## src/rtl/up_down_counter_pkg.sv

```systemverilog
// up_down_counter_pkg: shared width default and direction encoding for the counter
package up_down_counter_pkg;
    localparam int CNT_WIDTH_DEF = 4;
    typedef enum logic {
        DIR_UP = 1'b0,
        DIR_DN = 1'b1
    } dir_e;
endpackage

```

## src/rtl/up_down_counter_if.sv

```systemverilog
// up_down_counter_if: bundled counter signals
//   load_en, load, down : controller -> counter
//   count, rollover     : counter -> controller
//   master modport = controller side, slave modport = counter side
interface up_down_counter_if #(
    parameter int WIDTH = up_down_counter_pkg::CNT_WIDTH_DEF
);
    logic             load_en;
    logic [WIDTH-1:0] load;
    logic             down;
    logic [WIDTH-1:0] count;
    logic             rollover;
    modport master (output load_en, load, down, input count, rollover);
    modport slave (input load_en, load, down, output count, rollover);
endinterface

```

## src/rtl/up_down_counter_next.sv

```systemverilog
// up_down_counter_next: combinational next count value and wrap/saturation flag
//   count     : current value
//   down      : 0 increments, 1 decrements
//   load_en   : a load this cycle suppresses the flag
//   next_count: counted value (wrapping, or held at the limit when UP_DOWN_COUNTER_SAT_EN is defined)
//   wrap_flag : wrap event, or blocked count in saturation mode
module up_down_counter_next
    import up_down_counter_pkg::*;
#(
    parameter int WIDTH = CNT_WIDTH_DEF
) (
    input  logic [WIDTH-1:0] count,
    input  logic             down,
    input  logic             load_en,
    output logic [WIDTH-1:0] next_count,
    output logic             wrap_flag
);
    dir_e dir;
    logic at_limit;
    assign dir = dir_e'(down);
    // the value at which the current direction wraps or saturates
    assign at_limit = (dir == DIR_DN) ? ~|count : &count;
    always_comb begin
`ifdef UP_DOWN_COUNTER_SAT_EN
        next_count = at_limit ? count
                   : (dir == DIR_DN) ? count - WIDTH'(1) : count + WIDTH'(1);
`else
        next_count = (dir == DIR_DN) ? count - WIDTH'(1) : count + WIDTH'(1);
`endif
        wrap_flag = !load_en && at_limit;
    end
endmodule

```

## src/rtl/up_down_counter.sv

```systemverilog
// up_down_counter: loadable up/down counter with registered wrap pulse
//   clk  : rising-edge clock
//   rstn : synchronous active-low reset, clears count and rollover
//   bus  : slave side of up_down_counter_if (load_en, load, down in; count, rollover out)
//   UP_DOWN_COUNTER_SAT_EN: when defined, counts saturate and rollover flags blocked counts
module up_down_counter
    import up_down_counter_pkg::*;
#(
    parameter int WIDTH = CNT_WIDTH_DEF
) (
    input logic                clk,
    input logic                rstn,
    up_down_counter_if.slave   bus
);
    logic [WIDTH-1:0] next_count;
    logic             wrap_flag;
    up_down_counter_next #(.WIDTH(WIDTH)) u_next (
        .count      (bus.count),
        .down       (bus.down),
        .load_en    (bus.load_en),
        .next_count (next_count),
        .wrap_flag  (wrap_flag)
    );
    always_ff @(posedge clk) begin
        if (!rstn) begin
            bus.count    <= '0;
            bus.rollover <= 1'b0;
        end else begin
            bus.count    <= bus.load_en ? bus.load : next_count;
            bus.rollover <= wrap_flag;
        end
    end
endmodule

```

## src/flat_wrapper.sv

```systemverilog
// flat-port wrapper written by rule: the top's interface ports become plain ports
module up_down_counter_flat import up_down_counter_pkg::*;
#(
    parameter int WIDTH = CNT_WIDTH_DEF
)
  (clk, rstn, bus_load_en, bus_load, bus_down, bus_count, bus_rollover);
  up_down_counter_if #(.WIDTH(WIDTH)) bus_i ();
  input logic clk;
  input logic rstn;
  input wire logic [$bits(bus_i.load_en)-1:0] bus_load_en;
  input wire logic [$bits(bus_i.load)-1:0] bus_load;
  input wire logic [$bits(bus_i.down)-1:0] bus_down;
  output wire logic [$bits(bus_i.count)-1:0] bus_count;
  output wire logic [$bits(bus_i.rollover)-1:0] bus_rollover;
  assign bus_i.load_en = bus_load_en;
  assign bus_i.load = bus_load;
  assign bus_i.down = bus_down;
  assign bus_count = bus_i.count;
  assign bus_rollover = bus_i.rollover;
  up_down_counter #(.WIDTH(WIDTH)) u_core (.clk(clk), .rstn(rstn), .bus(bus_i));
endmodule
```

## config.mk

```make
export PLATFORM = sky130hd
export DESIGN_NAME = up_down_counter_flat
export DESIGN_NICKNAME = d
export VERILOG_FILES = /design/src/rtl/up_down_counter_pkg.sv /design/src/rtl/up_down_counter_if.sv /design/src/rtl/up_down_counter_next.sv /design/src/rtl/up_down_counter.sv /design/src/flat_wrapper.sv
export SDC_FILE = /design/constraint.sdc
export NUM_CORES = 1
export LEC_CHECK = 0
export ABC_AREA = 1
export CELL_PAD_IN_SITES_DETAIL_PLACEMENT = 1
export CELL_PAD_IN_SITES_GLOBAL_PLACEMENT = 2
export CORE_MARGIN = 8
export CORE_UTILIZATION = 22
export CTS_BUF_LIST = sky130_fd_sc_hd__clkbuf_8
export CTS_CLUSTER_DIAMETER = 50
export DETAILED_ROUTE_END_ITERATION = 12
export HOLD_SLACK_MARGIN = 0.12
export PLACE_DENSITY = 0.9
export SLEW_MARGIN = 5
export SYNTH_ARGS = -nofsm -noshare
export SYNTH_HDL_FRONTEND = slang
export SYNTH_SLANG_ARGS = --single-unit
```

## constraint.sdc

```tcl
create_clock -name clk -period 2.45 [get_ports clk]
set_clock_uncertainty 0.1 [all_clocks]
set_input_delay 0.49 -clock clk [delete_from_list [all_inputs] [get_ports clk]]
set_output_delay 0.49 -clock clk [all_outputs]
set_load 0.005 [all_outputs]
```

* After elaboration in Yosys (flattened, before gate mapping) *
Index checks and enable logic that the tools add are counted.
Widths: inputs -> output; s select.

cells by class
  div/mod/pow operators = 0
  reduce and logical (&&, ||, !) cells = 5
  bitwise logic cells = 0
  add/subtract/negate cells = 2
  $mul = 0
  order comparisons = 0
  shift-type cells = 0
  mux-type cells = 3
  equality and inequality tests = 0

operator list
  operator             count
  $mux 4               2
  $add 4x1->4 const B  1
  $reduce_and 4->1     1
  $reduce_or 4->1      1
  $sub 4x1->4 const B  1
  $logic_not 1->1      2
  $logic_and 1x1->1    1
  $mux 1               1

storage, ports and cells
  output and inout port bits = 5
  bits in registers = 5
  memories = 0
  memory bits (read-only) = 0
  bits in writable memories = 0
  latch bits = 0

* Longest topological paths before layout *
  word-level depth = 4
  depth in mapped cells = 8
  mapped depth without buffers = 8

* Hierarchy *
A second synthesis with hierarchy kept.

second synthesis, totals
  cell total of the unflattened synthesis = 56
  area, all modules = 355.3 sq um

by module, submodules not included
  module                area each (sq um)  cells each  times used
  up_down_counter       193.9              28          1
  up_down_counter_next  161.4              28          1

* Worst setup path before layout *
OpenSTA, ideal clock, no wires.

  kind = input to register
  start = input port bus_down
  end = register u_core.bus.count[3]
  setup slack = 1.011 ns
  data arrival time = 1.230 ns
  stages on the path = 6
  data required time = 2.241 ns
  library setup time = 0.109 ns
  cell sequence = ha_1 or2_1 nand3_1 nand3_1 nand2_1 inv_1

between the ends
  cells in the longest elaborated chain, start to end = 2

RTL lines
  item                  line                        source
  from (decl)           flat_wrapper.sv:12          input wire logic [$bits(bus_i.down)-1:0] bus_down;
  $mux 4                up_down_counter_next.sv:28  next_count = (dir == DIR_DN) ? count - WIDTH'(1) : count + WIDTH'(1);
  $mux 4                up_down_counter.sv:29       bus.count <= bus.load_en ? bus.load : next_count;
  to (signal assigned)  up_down_counter.sv:29
  to (decl)             up_down_counter_if.sv:14    modport slave (input load_en, load, down, output count, rollover);

Every way passes these cells.
A chain may end at the register's enable or synchronous reset.

* Worst setup path in the final report *
Same ends and word-level chain as after synthesis.

==> run_results.csv <==
group,metric,value,unit
global_routing,grt_pass1_wl,1518,um
synthesis,synth_area_leaders,"dfxtp_1 (33%), nand2_1 (9.8%), inv_1 (8.6%)",
critical_path,rrSetupSlack,960,ps
sta,rsz0062_at_grt,"no",
critical_path,crit_fanout,4,
synthesis,async_flop_share,0,%
min_path,holdPathStages,1,
clock_tree,clock_sinks,5,
sta,hold_viol_final,0,
power_and_ir_drop,power_density,649.4,nW/um^2
sta,tns,0,ps
synthesis,synth_ff_type,"dfxtp_1",
routing,route.detailed.drc,0,
clock_tree,cts_resized,0,
finish,area_delta_synth_final,60.00,%
min_path,min_path_type,"reg2reg",
critical_path,timing.rr.start,"u_core.bus.count[0]",
finish,seqCellArea,100.1,um^2
synthesis,synthCells,45,
routing,drt_iter0_drc,1,
run,maxCapViolations,0,
power_and_ir_drop,p_clk_share,46.0,%
synthesis,yosys.area.top_type_share,32.65,%
placement,pre_cts_ws,414.8,ps
critical_path,worstPathCellList,"clkdlybuf4s50_1, ha_1, or2_1, nand3_1, nand3_1, nand2_1, inv_1",
sta,relSlewSlack,84.53,%
critical_path,crit_path_frequent_cell,"nand3_1",
sta,min_period,1811,ps
finish,multiInputGateArea,172.7,um^2
die,boundaryPins,13,
synthesis,ys_seq_elements,5,
die,die_h,53.33,um
finish,antennaDiodeCount,0,
synthesis,yosysWarnings,0,
finish,drive_gt1_share,8.197,%
synthesis,yosysMostFrequentCell,"nand2_1",
finish,fin_cells,76,
clock_tree,cts.path.max_buffers,2,
synthesis,ys_top_cells_by_count,"nand2_1 (8), inv_1 (7), nor2_1 (6)",
power_and_ir_drop,seq_power_share,30.5,%
sta,worstMarginPinSlew,231.8,ps
min_path,hp-start,"u_core.bus.count[0]",
power_and_ir_drop,power_frac_comb,23.5,%
critical_path,r2r-end,"u_core.bus.count[2]",
sta,fmax,552.1,MHz
sta,finalWorstSetupSlack,638.6,ps
power_and_ir_drop,netSwitchingFraction,25.45,%
critical_path,crit_arrival,1830,ps
global_routing,grtUsageTotal,7.047,%
placement,dp_hpwl,714.9,um
die,start_util,23.56,%
routing,vias,334,
synthesis,synth_edf_count,0,
power_and_ir_drop,ir_worst_vdd,0.3414,mV
synthesis,synth.avg_cell_area,6.812,um^2
die,die_w,53.33,um
global_routing,grt_pass1_vias,367,
placement,gp_congestion,0.7086,
synthesis,synth.cell_area,306.5,um^2
power_and_ir_drop,internal_power,237.5,uW
global_routing,grt_max_degree,9,
synthesis,yosysSeqAreaShare,32.65,%
routing,wl_per_cell,11.36,um
die,dieArea,2844,um^2
critical_path,start_kind,"primary input",
clock_tree,clkTransAtPathRegs,40,ps
clock_tree,clock_latency,220,ps
finish,final_nets,73,
critical_path,end_kind,"register",
finish,final_util,37.69,%
synthesis,synth_cell_types,14,
critical_path,slowest_delay,550,ps
synthesis,synth_top_cell_by_area,"dfxtp_1",
finish,fillerInstances,182,
clock_tree,cts_tree,"yes",
sta,setup_viol,0,
placement,numPortBuffers,12,
critical_path,worstPathRequired,2470,ps
sta,slew_viol_final,0,
clock_tree,htreeDepth,1,
power_and_ir_drop,p_switching,81.04,uW
clock_tree,cts_root_buf,"clkbuf_8",
routing,viasPerCell,4.395,
clock_tree,cts_inserted_buffers,3,
critical_path,crit_path_top_delay_cell,"clkdlybuf4s50_1",
outcome,status,"finished, final reports clean",
clock_tree,holdBufCountCts,0,
die,core,1301,um^2
synthesis,syn_nets,56,
routing,dr.pass1.iters,2,
clock_tree,postCtsSetupBuffers,0,
placement,placedCellCount,72,
power_and_ir_drop,p_leak,0.0002344,uW
die,rows,13,
routing,routed_wl,863,um
global_routing,antenna_found_initial,0,
sta,fin_crit_sh,73.93,%
min_path,holdPathEnd,"u_core.bus.count[0]",
routing,ant_nets,0,
critical_path,rr_worst_depth,5,
sta,timing.hold.ws,439.0,ps
critical_path,critPathKind,"in2reg",
global_routing,grt-ovfl-total,0,
## registers in the layout, indices dropped and copies added, names as in the netlist
signal               flops
u_core.bus.count         4
u_core.bus.rollover      1
## worst max-delay path by stage
| stage | endpoint | cells past startpoint | from |
|---|---|---|---|
| floorplan | u_core.bus.count[3] | 6 | bus_down |
| global placement | u_core.bus.count[3] | 7 | bus_down |
| detailed placement | u_core.bus.count[3] | 7 | bus_down |
| CTS | u_core.bus.count[3] | 7 | bus_down |
| global route | u_core.bus.count[3] | 8 | bus_down |
| finish | u_core.bus.count[3] | 7 | bus_down |
## per-layer routing
layer,share of wire (%),vias to the layer above,global-route usage [%]
met5,0,-,0
met4,1.5,0,5.042
met3,5.2,2,1.681
met2,48,12,10.74
met1,45,149,8.373
li1,-,171,-
## area by class of cell
class                           count  area share [%]
Timing Repair Buffer               12           24.49
Tap cell                           15           3.827
Clock buffer                        3           8.418
Sequential cell                     5           20.41
Multi-Input combinational cell     31           35.20
Clock inverter                      1          0.7653
Inverter                            9           6.888
## worst max-delay path, delay by kind of cell
kind                     cells  cell delay (ps)
adder cells (fa/ha/maj)      1              280
buffers and inverters        2              580
AND/OR/NAND/NOR              4              470
## kinds of logic (layout without fill, tap and decap cells)
kind of cell    after synthesis  in the layout  share of synthesized area (%)
flops                         5              5                          32.65
compound gates                7              7                          11.43
buf+inv                       9             25                          11.02
simple gates                 20             20                          27.35
xor+xnor                      1              1                          2.858
fa+ha+maj                     3              3                          14.69
## per-stage QoR
stage | total power, uW | cell area, um^2
floorplan | 134.7 | 306.5
global route | 340.6 | 490.5
global placement | 170.2 | 445.4
detailed placement | 173.2 | 445.4
finish | 318.5 | 490.5
CTS | 322.3 | 490.5
## power by group through the flow
| stage | Combinational [uW] | Sequential [uW] | Clock (uW) |
|---|---|---|---|
| floorplan | 37.5 | 97.3 | 0 |
| global placement | 71.5 | 98.7 | 0 |
| detailed placement | 74.9 | 98.3 | 0 |
| CTS | 76.0 | 97.2 | 149 |
| global route | 83.9 | 98.6 | 158 |
| finish | 74.8 | 97.1 | 147 |
## cell usage in the layout, fill, tap and decap left out, drive strengths merged
| master | count |
|---|---|
| clkdlybuf4s50 | 12 |
| ha | 2 |
| clkbuf | 3 |
| fa | 1 |
| inv | 10 |
| or2 | 1 |
| dfxtp | 5 |
| nor3 | 1 |
| o21ai | 4 |
| xnor2 | 1 |
| nand3 | 4 |
| nand2 | 8 |
| a21oi | 3 |
| nor2 | 6 |
(Power assumes the default switching activity.)
